### src/rtl/dqsw_delay_trainer.sv
// dqsw_delay_trainer
// Multi-lane DQS write-window training controller. For each lane in turn
// (lane 0 first) the delay line is returned to its origin and then stepped
// through every tap. At each tap the eye-monitor flags are observed for a
// fixed window. The longest contiguous run of passing taps is tracked, and
// the lane is finally parked at the centre of that run.
//
// Ports
//   FAB_CLK                  single rising-edge clock
//   ARST_N                   asynchronous active-low reset
//   start                    one-cycle training request, accepted in IDLE only
//   busy                     training in progress
//   done                     level, all lanes finished (cleared by next start)
//   error                    OR of lane_fail, valid while done=1
//   lane_fail[i]             lane i found no window of at least MIN_WINDOW taps
//   lane_tap[i*TAP_BITS+:]   final (centre) tap of lane i
//   DELAY_LINE_LOAD[i]       pulse, return lane i delay to tap 0
//   DELAY_LINE_MOVE[i]       pulse, one tap step on lane i
//   DELAY_LINE_DIRECTION[i]  1 = increment, high with every MOVE
//   EYE_MONITOR_CLEAR_FLAGS  pulse, clear sticky eye flags of lane i
//   DELAY_LINE_OUT_OF_RANGE  delay line of lane i at its limit
//   EYE_MONITOR_EARLY/LATE   eye flags of lane i
module dqsw_delay_trainer #(
  parameter int NUM_LANES     = 2,
  parameter int TAP_BITS      = 7,
  parameter int SETTLE_CYCLES = 4,
  parameter int SAMPLE_CYCLES = 16,
  parameter int MIN_WINDOW    = 4
) (
  input  logic                          FAB_CLK,
  input  logic                          ARST_N,
  input  logic                          start,
  output logic                          busy,
  output logic                          done,
  output logic                          error,
  output logic [NUM_LANES-1:0]          lane_fail,
  output logic [NUM_LANES*TAP_BITS-1:0] lane_tap,
  output logic [NUM_LANES-1:0]          DELAY_LINE_LOAD,
  output logic [NUM_LANES-1:0]          DELAY_LINE_MOVE,
  output logic [NUM_LANES-1:0]          DELAY_LINE_DIRECTION,
  output logic [NUM_LANES-1:0]          EYE_MONITOR_CLEAR_FLAGS,
  input  logic [NUM_LANES-1:0]          DELAY_LINE_OUT_OF_RANGE,
  input  logic [NUM_LANES-1:0]          EYE_MONITOR_EARLY,
  input  logic [NUM_LANES-1:0]          EYE_MONITOR_LATE
);

  localparam int LANE_W  = (NUM_LANES > 1) ? $clog2(NUM_LANES) : 1;
  // Run lengths reach 2^TAP_BITS when every tap passes, hence one extra bit.
  localparam int LEN_W   = TAP_BITS + 1;
  localparam int CNT_MAX = (SETTLE_CYCLES > SAMPLE_CYCLES) ? SETTLE_CYCLES : SAMPLE_CYCLES;
  localparam int CNT_W   = $clog2(CNT_MAX + 1);

  localparam logic [TAP_BITS-1:0] MAX_TAP   = {TAP_BITS{1'b1}};
  localparam logic [LANE_W-1:0]   LAST_LANE = LANE_W'(NUM_LANES - 1);

  typedef enum logic [3:0] {
    ST_IDLE   = 4'd0,
    ST_LOAD   = 4'd1,
    ST_CLEAR  = 4'd2,
    ST_SETTLE = 4'd3,
    ST_SAMPLE = 4'd4,
    ST_EVAL   = 4'd5,
    ST_STEP   = 4'd6,
    ST_CLOAD  = 4'd7,
    ST_CMOVE  = 4'd8,
    ST_NEXT   = 4'd9,
    ST_DONE   = 4'd10
  } state_t;

  // One-hot select of a lane; used to gate every per-lane pulse and flag.
  function automatic logic [NUM_LANES-1:0] lane_bit(input logic [LANE_W-1:0] idx);
    logic [NUM_LANES-1:0] v;
    for (int i = 0; i < NUM_LANES; i++) begin
      v[i] = (idx == LANE_W'(i));
    end
    return v;
  endfunction

  state_t                        state_r;
  logic [LANE_W-1:0]             lane_r;
  logic [TAP_BITS-1:0]           tap_r;
  logic [CNT_W-1:0]              cnt_r;
  logic                          tap_fail_r;
  logic [TAP_BITS-1:0]           run_start_r;
  logic [LEN_W-1:0]              run_len_r;
  logic [TAP_BITS-1:0]           best_start_r;
  logic [LEN_W-1:0]              best_len_r;
  logic [TAP_BITS-1:0]           centre_r;
  logic [TAP_BITS-1:0]           rem_r;
  logic                          move_phase_r;
  logic [NUM_LANES-1:0]          eye_early_r;
  logic [NUM_LANES-1:0]          eye_late_r;
  logic                          busy_r;
  logic                          done_r;
  logic                          error_r;
  logic [NUM_LANES-1:0]          lane_fail_r;
  logic [NUM_LANES*TAP_BITS-1:0] lane_tap_r;
  logic [NUM_LANES-1:0]          load_r;
  logic [NUM_LANES-1:0]          move_r;
  logic [NUM_LANES-1:0]          dir_r;
  logic [NUM_LANES-1:0]          clear_r;

  logic [NUM_LANES-1:0]          lane_sel_s;
  logic                          flag_s;
  logic                          oor_s;
  logic                          tap_pass_s;
  logic                          sweep_end_s;
  logic [LEN_W-1:0]              run_len_n_s;
  logic [TAP_BITS-1:0]           run_start_n_s;
  logic [LEN_W-1:0]              cand_len_s;
  logic [TAP_BITS-1:0]           cand_start_s;
  logic [LEN_W-1:0]              best_len_n_s;
  logic [TAP_BITS-1:0]           best_start_n_s;
  logic [TAP_BITS-1:0]           half_s;
  logic                          win_fail_s;
  logic [TAP_BITS-1:0]           centre_n_s;

  assign busy                    = busy_r;
  assign done                    = done_r;
  assign error                   = error_r;
  assign lane_fail               = lane_fail_r;
  assign lane_tap                = lane_tap_r;
  assign DELAY_LINE_LOAD         = load_r;
  assign DELAY_LINE_MOVE         = move_r;
  assign DELAY_LINE_DIRECTION    = dir_r;
  assign EYE_MONITOR_CLEAR_FLAGS = clear_r;

  // Active-lane views of the eye flags and the range limit.
  always_comb begin
    lane_sel_s  = lane_bit(lane_r);
    flag_s      = |((eye_early_r | eye_late_r) & lane_sel_s);
    oor_s       = |(DELAY_LINE_OUT_OF_RANGE & lane_sel_s);
    tap_pass_s  = !tap_fail_r && !oor_s;
    sweep_end_s = oor_s || (tap_r == MAX_TAP);
  end

  // Run/best window update for the tap being evaluated, plus the centre the
  // lane would be parked at if the sweep ends here.
  always_comb begin
    run_len_n_s    = '0;
    run_start_n_s  = run_start_r;
    cand_len_s     = run_len_r;
    cand_start_s   = run_start_r;
    best_len_n_s   = best_len_r;
    best_start_n_s = best_start_r;
    if (tap_pass_s) begin
      run_len_n_s   = run_len_r + LEN_W'(1);
      run_start_n_s = (run_len_r == '0) ? tap_r : run_start_r;
      cand_len_s    = run_len_n_s;
      cand_start_s  = run_start_n_s;
    end else begin
      run_len_n_s   = '0;
      run_start_n_s = run_start_r;
    end
    // A run competes only once it is closed (failing tap) or the sweep ends
    // with it still open; strictly-longer keeps the earliest of equal windows.
    if ((!tap_pass_s || sweep_end_s) && (cand_len_s > best_len_r)) begin
      best_len_n_s   = cand_len_s;
      best_start_n_s = cand_start_s;
    end else begin
      best_len_n_s   = best_len_r;
      best_start_n_s = best_start_r;
    end
    half_s = TAP_BITS'((best_len_n_s - LEN_W'(1)) >> 1);
    if (best_len_n_s < LEN_W'(MIN_WINDOW)) begin
      win_fail_s = 1'b1;
      centre_n_s = '0;
    end else begin
      win_fail_s = 1'b0;
      centre_n_s = best_start_n_s + half_s;
    end
  end

  // Eye flags registered once before sampling.
  always_ff @(posedge FAB_CLK or negedge ARST_N) begin
    if (!ARST_N) begin
      eye_early_r <= '0;
      eye_late_r  <= '0;
    end else begin
      eye_early_r <= EYE_MONITOR_EARLY;
      eye_late_r  <= EYE_MONITOR_LATE;
    end
  end

  // Training FSM. Pulse outputs are set on entry to the state that owns
  // them so they are visible exactly during that state.
  always_ff @(posedge FAB_CLK or negedge ARST_N) begin
    if (!ARST_N) begin
      state_r      <= ST_IDLE;
      lane_r       <= '0;
      tap_r        <= '0;
      cnt_r        <= '0;
      tap_fail_r   <= 1'b0;
      run_start_r  <= '0;
      run_len_r    <= '0;
      best_start_r <= '0;
      best_len_r   <= '0;
      centre_r     <= '0;
      rem_r        <= '0;
      move_phase_r <= 1'b0;
      busy_r       <= 1'b0;
      done_r       <= 1'b0;
      error_r      <= 1'b0;
      lane_fail_r  <= '0;
      lane_tap_r   <= '0;
      load_r       <= '0;
      move_r       <= '0;
      dir_r        <= '0;
      clear_r      <= '0;
    end else begin
      load_r  <= '0;
      move_r  <= '0;
      dir_r   <= '0;
      clear_r <= '0;
      case (state_r)
        ST_IDLE: begin
          if (start) begin
            busy_r      <= 1'b1;
            done_r      <= 1'b0;
            error_r     <= 1'b0;
            lane_fail_r <= '0;
            lane_tap_r  <= '0;
            lane_r      <= '0;
            load_r      <= lane_bit(LANE_W'(0));
            state_r     <= ST_LOAD;
          end else begin
            state_r     <= ST_IDLE;
          end
        end
        ST_LOAD: begin
          tap_r        <= '0;
          run_len_r    <= '0;
          run_start_r  <= '0;
          best_len_r   <= '0;
          best_start_r <= '0;
          clear_r      <= lane_sel_s;
          state_r      <= ST_CLEAR;
        end
        ST_CLEAR: begin
          cnt_r   <= '0;
          state_r <= ST_SETTLE;
        end
        ST_SETTLE: begin
          if (cnt_r == CNT_W'(SETTLE_CYCLES - 1)) begin
            cnt_r      <= '0;
            tap_fail_r <= 1'b0;
            state_r    <= ST_SAMPLE;
          end else begin
            cnt_r      <= cnt_r + CNT_W'(1);
          end
        end
        ST_SAMPLE: begin
          tap_fail_r <= tap_fail_r | flag_s;
          if (cnt_r == CNT_W'(SAMPLE_CYCLES - 1)) begin
            state_r <= ST_EVAL;
          end else begin
            cnt_r   <= cnt_r + CNT_W'(1);
          end
        end
        ST_EVAL: begin
          run_len_r    <= run_len_n_s;
          run_start_r  <= run_start_n_s;
          best_len_r   <= best_len_n_s;
          best_start_r <= best_start_n_s;
          if (sweep_end_s) begin
            centre_r              <= centre_n_s;
            lane_fail_r[lane_r]   <= win_fail_s;
            load_r                <= lane_sel_s;
            state_r               <= ST_CLOAD;
          end else begin
            move_r                <= lane_sel_s;
            dir_r                 <= lane_sel_s;
            state_r               <= ST_STEP;
          end
        end
        ST_STEP: begin
          tap_r   <= tap_r + TAP_BITS'(1);
          clear_r <= lane_sel_s;
          state_r <= ST_CLEAR;
        end
        ST_CLOAD: begin
          if (centre_r == '0) begin
            lane_tap_r[int'(lane_r) * TAP_BITS +: TAP_BITS] <= centre_r;
            state_r      <= ST_NEXT;
          end else begin
            move_r       <= lane_sel_s;
            dir_r        <= lane_sel_s;
            rem_r        <= centre_r - TAP_BITS'(1);
            move_phase_r <= 1'b1;
            state_r      <= ST_CMOVE;
          end
        end
        ST_CMOVE: begin
          // Alternate MOVE and gap cycles so no two MOVE pulses touch.
          if (move_phase_r) begin
            move_phase_r <= 1'b0;
          end else if (rem_r == '0) begin
            lane_tap_r[int'(lane_r) * TAP_BITS +: TAP_BITS] <= centre_r;
            state_r      <= ST_NEXT;
          end else begin
            move_r       <= lane_sel_s;
            dir_r        <= lane_sel_s;
            rem_r        <= rem_r - TAP_BITS'(1);
            move_phase_r <= 1'b1;
          end
        end
        ST_NEXT: begin
          if (lane_r == LAST_LANE) begin
            done_r  <= 1'b1;
            busy_r  <= 1'b0;
            error_r <= |lane_fail_r;
            state_r <= ST_DONE;
          end else begin
            lane_r  <= lane_r + LANE_W'(1);
            load_r  <= lane_bit(lane_r + LANE_W'(1));
            state_r <= ST_LOAD;
          end
        end
        ST_DONE: begin
          state_r <= ST_IDLE;
        end
        default: begin
          busy_r  <= 1'b0;
          state_r <= ST_IDLE;
        end
      endcase
    end
  end

endmodule

### config.mk
export PLATFORM = sky130hd
export DESIGN_NAME = dqsw_delay_trainer
export DESIGN_NICKNAME = d
export VERILOG_FILES = /design/src/rtl/dqsw_delay_trainer.sv
export SDC_FILE = /design/constraint.sdc
export NUM_CORES = 1
export LEC_CHECK = 0
export ABC_AREA = 1
export CORE_MARGIN = 2
export CORE_UTILIZATION = 54
export CTS_CLUSTER_DIAMETER = 100
export CTS_CLUSTER_SIZE = 20
export DETAILED_ROUTE_END_ITERATION = 8
export GPL_TIMING_DRIVEN = 0
export HOLD_SLACK_MARGIN = 0.15
export PLACE_DENSITY = 0.79
export SYNTH_ARGS = -nofsm -noshare
export SYNTH_HDL_FRONTEND = slang
export SYNTH_SLANG_ARGS = --single-unit
### constraint.sdc
create_clock -name FAB_CLK -period 3.8 [get_ports FAB_CLK]
set_input_delay 0.76 -clock FAB_CLK [delete_from_list [all_inputs] [get_ports FAB_CLK]]
set_output_delay 0.76 -clock FAB_CLK [all_outputs]
set_load 0.1 [all_outputs]
==> results of run 1 <==
==> per-layer routing <==
metal	share of wire	global-route usage	vias up
met3	0.066	0.0538	41
met4	0.029	0.0931	0
met1	0.44	0.383	2497
li1	-	-	2386
met2	0.47	0.441	215
met5	0	0	-
==> critical path, delay by kind of cell, from the launching register on <==
family	cells	cell delay, ns
DFF	1	0.38
adders and majority gates	2	0.52
AOI/OAI and AO/OA	6	0.83
and+or+nand+nor	15	1.33
xor gates and xnor gates	1	0.20
buffers and inverters	8	0.79
==> through the flow <==
step / hold WS [ns] / utilization / cell area, um2 / setup TNS [ns] / instances
2_1_floorplan: 0.453 / - / 5380 / -0.255 / 674
6_report: 0.368 / 0.717 / 6940 / -1.26 / 904
3_3_place_gp: 0.477 / 0.609 / 5890 / -132.31 / 842
4_1_cts: 0.399 / 0.691 / 6690 / -0.285 / 896
5_1_grt: 0.424 / 0.717 / 6940 / -1.94 / 904
3_5_place_dp: 0.473 / 0.611 / 5920 / -5.07 / 843
==> timing repair <==
action,4_1_cts,5_1_grt
cloned,2,0
resized for setup,60,36
hold buffers,0,0
setup buffers,35,8
setup endpoints to repair,6,5
pin swaps,34,36
==> final cells by class <==
class / count / area [um2]
buffer: 17 / 134
clock buffer: 10 / 138
clock inverter: 6 / 75.1
fill: 691 / 2740
inverter: 103 / 399
multi-input combinational: 462 / 2960
sequential: 92 / 2300
tap: 133 / 166
timing repair buffer: 81 / 767
==> kinds of logic (layout without fill, tap and decap cells) <==
logic type / after synthesis / after routing
flops: 92 / 92
simple gates: 280 / 280
buf+inv: 120 / 217
mux: 1 / 1
fa+ha+maj: 22 / 22
compound gates: 146 / 146
xor+xnor: 13 / 13
==> sequential cells by signal, summed over array words and instances, names as in the netlist, 2 cells and up <==
| register | count |
|---|---|
| eye_early_r | 2 |
| lane_tap | 14 |
| EYE_MONITOR_CLEAR_FLAGS | 2 |
| best_len_r | 8 |
| DELAY_LINE_DIRECTION | 2 |
| rem_r | 7 |
| state_r | 4 |
| lane_fail | 2 |
| cnt_r | 5 |
| eye_late_r | 2 |
| run_start_r | 7 |
| run_len_r | 8 |
| best_start_r | 7 |
| centre_r | 7 |
| DELAY_LINE_LOAD | 2 |
| tap_r | 7 |
==> worst paths after layout <==
path                                 endpoint  depth (start not counted)
worst min register to register       rem_r[1]                          2
worst min-delay path            best_len_r[3]                          1
worst max register to register    centre_r[5]                         32
worst max-delay path              centre_r[5]                         32
min in group FAB_CLK                 rem_r[1]                          2
max in group asynchronous        run_len_r[4]                          2
==> synthesized netlist by cell type, types with 2 or more instances <==
cell	instances
nand2_1	135
inv_1	96
dfrtp_1	92
o21ai_0	77
nor2_1	64
nand3_1	29
ha_1	21
o22ai_1	20
a21oi_1	18
nand2_2	12
o21ai_1	12
nand2_4	7
nand4_1	7
xnor2_1	7
clkbuf_1	6
nor2_2	6
nor3_1	6
xor2_1	6
inv_2	5
nor4_1	4
o21ai_2	4
o32ai_1	4
buf_2	3
buf_4	3
a21o_1	2
a21oi_2	2
a31oi_1	2
buf_6	2
nand3_2	2
nand3b_1	2
o31ai_1	2
==> impl_metrics.tcl, run 1 <==
set metrics [dict create \
    synthesis.nets 705 \
    yosys_most_used_dff "dfrtp_1" \
    antenna_found_initial 0 \
    cpMaxStageDelayCell "dfrtp_1" \
    drive_gt1_frac 0.236 \
    synth_cell_types 47 \
    first_pass_iters 6 \
    synthArstFlopShare 1.00 \
    grt_overflow 0 \
    synth_warnings 0 \
    nets 797 \
    grt_usage 0.277 \
    dieArea_um2 10700 \
    synth-xor-area-share 0.0214 \
    gp_congestion 0.942 \
    drt-initial-drc-count 393 \
    fp.coreArea_um2 9680 \
    violations "setup timing" \
    startpoint "lane_r" \
    slowest_delay_ns 0.38 \
    worst_pin_slew_ns 0.989 \
    synth_seq_cells 92 \
    fin_crit_sh 1.10 \
    cts_made_buffers 9 \
    die_y_um 103 \
    fp.dieW_um 103 \
    cts_tree "yes" \
    crit_top_cell "nand2_4" \
    finClkSkew_ns 0.0121 \
    final_common_cell "nand2_1" \
    synthDominantCellAreaShare 0.432 \
    boundaryPins 36 \
    synth_top_family_by_area "simple AND/OR/NAND/NOR gates" \
    wire_per_inst_um 16.5 \
    syn_area_um2 5330 \
    cap_viol_max_count 0 \
    start_kind "register" \
    clk_latency_ns 0.38 \
    detail-route-antenna-nets 0 \
    io_buffer_count 35 \
    hold_viol 0 \
    wirelength_mm 14.9 \
    post_synth.cell_area_avg_um2 7.90 \
    drc 0 \
    fp-row-count 36 \
    syn_to_final_growth_pct 30.3 \
    worstSetupPathType "register to register" \
    yosysTopAreaCell "dfrtp_1" \
    num_antenna_cells 0 \
    yosysSeqAreaShare 0.432 \
    synth_compound_area_frac 0.155 \
    r2r_start "lane_r" \
    timing.final.crit_period_ns 4.20 \
    dp_hpwl_mm 9.10 \
    grt_start_max_net_pins 48 \
    cts.clk_slew.worst_paths_ns 0.10 \
    worst_slack_ns -0.395 \
    cts-htree-levels 3 \
    clock_sinks 92 \
    vias_per_cell 5.68 \
    start_util 0.550 \
    cp-end-kind "register" \
    yosys.area_share.simple 0.240 \
    final_cell_mix "nand2_1, dfrtp_1, inv_1" \
    netlist_top_cells_area "dfrtp_1, nand2_1, o21ai_0" \
    grt_pass1_wl_mm 22.9 \
    timing.fmax_mhz 238 \
    r2r_setup_slack_ns -0.40 \
    hold_path.class "primary input to asynchronous set/reset pin" \
    cp.arrival_ns 4.45 \
    status "complete, but fails checks" \
    syn_inst 674 \
    relSlewSlack 0.339 \
    grt_pass1_vias 4741 \
    crit_required_ns 4.06 \
    synthAdderAreaFrac 0.0531 \
    critPathMaxFanout 7 \
    dpl_worst_slack_ns -1.14 \
    synthMuxAreaShare 0.00188 \
    cts_buffer_depth 2 \
    slew_violations 0 \
    rsz0062_at_grt "yes" \
    cts-root-buf "clkbuf_8" \
    setup_viol 5 \
    vias 5139 \
    synth_enable_flop_cells 0 \
]
Power of run 1 is left out: the tool's default activity adds up to more than one toggle a clock period on the data nets, which glitch-free logic cannot reach.
==> run 2: changes to the inputs <==
Settings changed: RECOVER_POWER set to 100.
==> run 2 against run 1 <==
  * The flow finishes with violations (capacitance limit, slew limit, setup timing)
  * Flip-flop and latch count is the same
  * Register-to-register slack barely moved
  * Final area shrank 0.58%
  * Highest routed layer unchanged
  * Core utilization is 0.41 points lower
  * Via count fell by 1.2%
  * Clock skew rose by 0.0016 ns
  * Count of clock-buffer cells in the layout unchanged
  * Sequential share of layout area increased by 0.19 points
==> impl_metrics.tcl, run 2 (same netlist as run 1, synthesis figures left out) <==
set metrics [dict create \
    cts-htree-levels 3 \
    grt_usage 0.277 \
    crit_top_cell "nand2_4" \
    critPathMaxFanout 7 \
    status "complete, but fails checks" \
    setup_viol 5 \
    start_kind "register" \
    fp-row-count 36 \
    slowest_delay_ns 0.38 \
    antenna_found_initial 0 \
    violations "capacitance limit, slew limit, setup timing" \
    worstSetupPathType "register to register" \
    drive_gt1_frac 0.224 \
    timing.hold.ws_ns 0.495 \
    gp_congestion 0.942 \
    final_cell_mix "nand2_1, inv_1, dfrtp_1" \
    wirelength_mm 14.9 \
    timing.final.crit_period_ns 4.19 \
    detail-route-antenna-nets 0 \
    cap_viol_max_count 1 \
    reg2reg_to "centre_r[5]" \
    start_util 0.550 \
    die_y_um 103 \
    clk_latency_ns 0.38 \
    cts_buffer_depth 2 \
    cts.clk_slew.worst_paths_ns 0.10 \
    fin_crit_sh 1.10 \
    boundaryPins 36 \
    cpMaxStageDelayCell "dfrtp_1" \
    reg2reg_depth 32 \
    r2r_setup_slack_ns -0.39 \
    io_buffer_count 35 \
    clock_sinks 92 \
    slew_violations 47 \
    cp-end-kind "register" \
    rsz0062_at_grt "yes" \
    hold_path.class "register to register" \
    grt_pass1_wl_mm 22.9 \
    crit_required_ns 4.06 \
    hold_viol 0 \
    drc 0 \
    drt-initial-drc-count 390 \
    wire_per_inst_um 16.5 \
    vias 5079 \
    vias_per_cell 5.62 \
    timing.fmax_mhz 238 \
    fp.dieW_um 103 \
    relSlewSlack -0.616 \
    final_common_cell "nand2_1" \
    grt_overflow 0 \
    cts_made_buffers 9 \
    cp.arrival_ns 4.45 \
    dp_hpwl_mm 9.10 \
    dieArea_um2 10700 \
    critical_path.endpoint "centre_r[5]" \
    cts_tree "yes" \
    finClkSkew_ns 0.0137 \
    grt_start_max_net_pins 48 \
    fp.coreArea_um2 9680 \
    cts-root-buf "clkbuf_8" \
    grt_pass1_vias 4741 \
    num_antenna_cells 0 \
    startpoint "lane_r" \
    worst_pin_slew_ns 2.42 \
    worstHoldStart "rem_r[1]" \
    first_pass_iters 5 \
    worst_slack_ns -0.393 \
    largest_reg_flops 14 \
    syn_to_final_growth_pct 29.5 \
    nets 797 \
    r2r_start "lane_r" \
]
run 2: per-stage QoR:
step                utilization  instances  setup WS (ns)  setup TNS [ns]  area (um2)
finish                    0.713        904         -0.393           -1.19        6900
global route              0.713        904         -0.565           -9.10        6900
detailed placement        0.611        843          -1.14           -5.07        5920
floorplan                     -        674         -0.136          -0.255        5380
CTS                       0.691        896         -0.137          -0.285        6690
global placement          0.609        842          -1.39         -132.31        5890
run 2: area by class of cell:
| type | count | area [um2] |
|---|---|---|
| buffer | 17 | 126 |
| clock buffer | 10 | 138 |
| clock inverter | 6 | 75.1 |
| fill | 698 | 2780 |
| inverter | 103 | 399 |
| multi-input combinational | 462 | 2950 |
| sequential | 92 | 2300 |
| tap | 133 | 166 |
| timing repair buffer | 81 | 741 |
run 2: per-layer routing:
layer,track usage,vias up,part of all wire
li1,-,2386,-
met1,0.383,2433,0.44
met2,0.441,217,0.46
met3,0.0538,43,0.068
met4,0.0931,0,0.031
met5,0,-,0
run 2: worst min path at each step:
| stage | endpoint | slack [ns] | cells past startpoint |
|---|---|---|---|
| 2_1_floorplan | rem_r[1] | 0.45 | 2 |
| 3_3_place_gp | rem_r[1] | 0.48 | 2 |
| 3_5_place_dp | rem_r[1] | 0.47 | 2 |
| 4_1_cts | best_len_r[3] | 0.40 | 1 |
| 5_1_grt | rem_r[1] | 0.53 | 2 |
| 6_report | rem_r[1] | 0.49 | 2 |
run 2: critical path, delay by kind of cell (launching register included):
kind | cells | cell delay (ns)
flops | 1 | 0.38
fa+ha+maj | 2 | 0.52
simple gates | 15 | 1.33
buf+inv | 8 | 0.80
xor+xnor | 1 | 0.20
compound gates | 6 | 0.83
run 2: what timing repair did:
item / 4_1_cts / 5_1_grt
endpoints found under the setup margin: 6 / 5
pin swaps: 34 / 36
cloned: 2 / 0
hold buffers: 0 / 0
resized for setup: 60 / 36
buffers inserted: 35 / 8
Power of run 2 is left out for the same reason.
==> run 3: changes to the inputs <==
Settings changed: HOLD_SLACK_MARGIN 0.15 to 0.02, TNS_END_PERCENT set to 30.
==> run 3 against run 2 <==
  * The run still ends with capacitance limit, slew limit, setup timing left
  * First-iteration DRC count increased by 25%
  * Setup slack got worse by 0.11 ns
  * Clock skew increased by 0.0055 ns
  * Global-route usage shrank 0.25 points
  * Core utilization is 0.81 points lower
  * Critical path depth unchanged
  * Final area down 1.1%
  * Sequential share of layout area increased by 0.39 points
  * Maximum frequency shrank 2.6%
  * Highest routed layer unchanged
==> impl_metrics.tcl, run 3 (same netlist as run 1, synthesis figures left out) <==
set metrics [dict create \
    cpMaxStageDelayCell "fa_2" \
    grt_usage 0.274 \
    timing.fmax_mhz 232 \
    slew_violations 46 \
    cts-root-buf "clkbuf_8" \
    start_kind "primary input" \
    relSlewSlack -0.572 \
    drt-initial-drc-count 487 \
    met2_length_mm 7.22 \
    start_util 0.550 \
    cts_made_buffers 9 \
    regArea_um2 2300 \
    worst_pin_slew_ns 2.36 \
    hold_viol 0 \
    stdcell_area_um2 6820 \
    hold_path.class "register to register" \
    die_y_um 103 \
    cap_viol_max_count 1 \
    cts_buffer_depth 2 \
    critPathBufInv 9 \
    finClkSkew_ns 0.0192 \
    crit_required_ns 4.07 \
    dp_hpwl_mm 9.40 \
    fp.dieW_um 103 \
    largest_reg_flops 14 \
    fin_util 0.704 \
    vias 5204 \
    final_cell_mix "nand2_1, inv_1, dfrtp_1" \
    grt_pass1_wl_mm 22.6 \
    cts_tree "yes" \
    first_pass_iters 5 \
    status "complete, but fails checks" \
    worst_slack_ns -0.504 \
    critPathMaxFanout 7 \
    detail-route-antenna-nets 0 \
    fin_crit_sh 1.13 \
    drc 0 \
    clk_latency_ns 0.38 \
    boundaryPins 36 \
    slowest_delay_ns 0.40 \
    num_antenna_cells 0 \
    dr_wl_met3_mm 1.22 \
    dieArea_um2 10700 \
    wire_per_inst_um 17.1 \
    drive_gt1_frac 0.225 \
    setup_tns_ns -1.74 \
    rsz0062_at_grt "yes" \
    grt_overflow 0 \
    cts-htree-levels 3 \
    violations "capacitance limit, slew limit, setup timing" \
    cp-end-kind "register" \
    critPathTopFamily "simple AND/OR/NAND/NOR gates" \
    antenna_found_initial 0 \
    grt_pass1_vias 4799 \
    fp.coreArea_um2 9680 \
    dpl_worst_slack_ns -1.19 \
    cp.arrival_ns 4.57 \
    wirelength_mm 15.4 \
    gp_congestion 0.882 \
    multi_input_area_um2 2920 \
    clock_sinks 92 \
    nets 794 \
    fp-row-count 36 \
    cts.clk_slew.worst_paths_ns 0.10 \
    nFillCells 723 \
    placed_cell_area_um2 5920 \
    vias_per_cell 5.78 \
    drt-met1-wl_mm 6.36 \
    timing.final.crit_period_ns 4.30 \
    grt_start_max_net_pins 49 \
    io_buffer_count 35 \
    final_common_cell "nand2_1" \
    worstSetupPathType "primary input to register" \
    syn_to_final_growth_pct 28.0 \
    top_layer_used "met4" \
    setup_viol 5 \
]
[run 3: layout make-up]
| type | instances | share of cell area |
|---|---|---|
| tap | 133 | 0.0244 |
| clock inverter | 6 | 0.0105 |
| inverter | 103 | 0.0581 |
| buffer | 16 | 0.0183 |
| timing repair buffer | 79 | 0.104 |
| sequential | 92 | 0.338 |
| clock buffer | 10 | 0.0187 |
| multi-input combinational | 462 | 0.428 |
[run 3: routing by layer]
metal | vias to the layer above | global-route usage
met5 | - | 0
met4 | 0 | 0.110
met3 | 70 | 0.0558
met2 | 280 | 0.439
met1 | 2480 | 0.368
li1 | 2374 | -
[run 3: what timing repair did]
item | in CTS | in global routing
gates cloned | 1 | 0
resized for setup | 47 | 47
setup endpoints to repair | 6 | 6
buffers inserted | 22 | 20
hold buffers | 0 | 0
hold endpoints to repair | 0 | 0
pin swaps | 26 | 40
[run 3: worst paths after layout]
path | from | end | slack (ns) | cells after the start
max in group asynchronous | ARST_N | run_len_r[1] | 0.43 | 2
min reg2reg | rem_r[1] | rem_r[1] | 0.51 | 2
max reg2reg | lane_r | centre_r[6] | -0.48 | 33
max | DELAY_LINE_OUT_OF_RANGE[0] | centre_r[6] | -0.50 | 32
min | rem_r[1] | rem_r[1] | 0.51 | 2
min in group asynchronous | ARST_N | EYE_MONITOR_CLEAR_FLAGS[0] | 1.09 | 1
[run 3: tightest hold or removal path, delay by kind of cell (launching register included)]
kind | cells | cell delay (ns)
AO/OA/AOI/OAI | 1 | 0.06
flip-flops | 1 | 0.36
AND/OR/NAND/NOR | 1 | 0.05
[run 3: metrics by stage]
stage | std cells | hold slack (ns)
final | 901 | 0.508
after global routing | 901 | 0.538
after CTS | 882 | 0.405
after detailed placement | 843 | 0.483
after global placement | 842 | 0.475
after floorplan | 674 | 0.453
Power of run 3 is left out for the same reason.
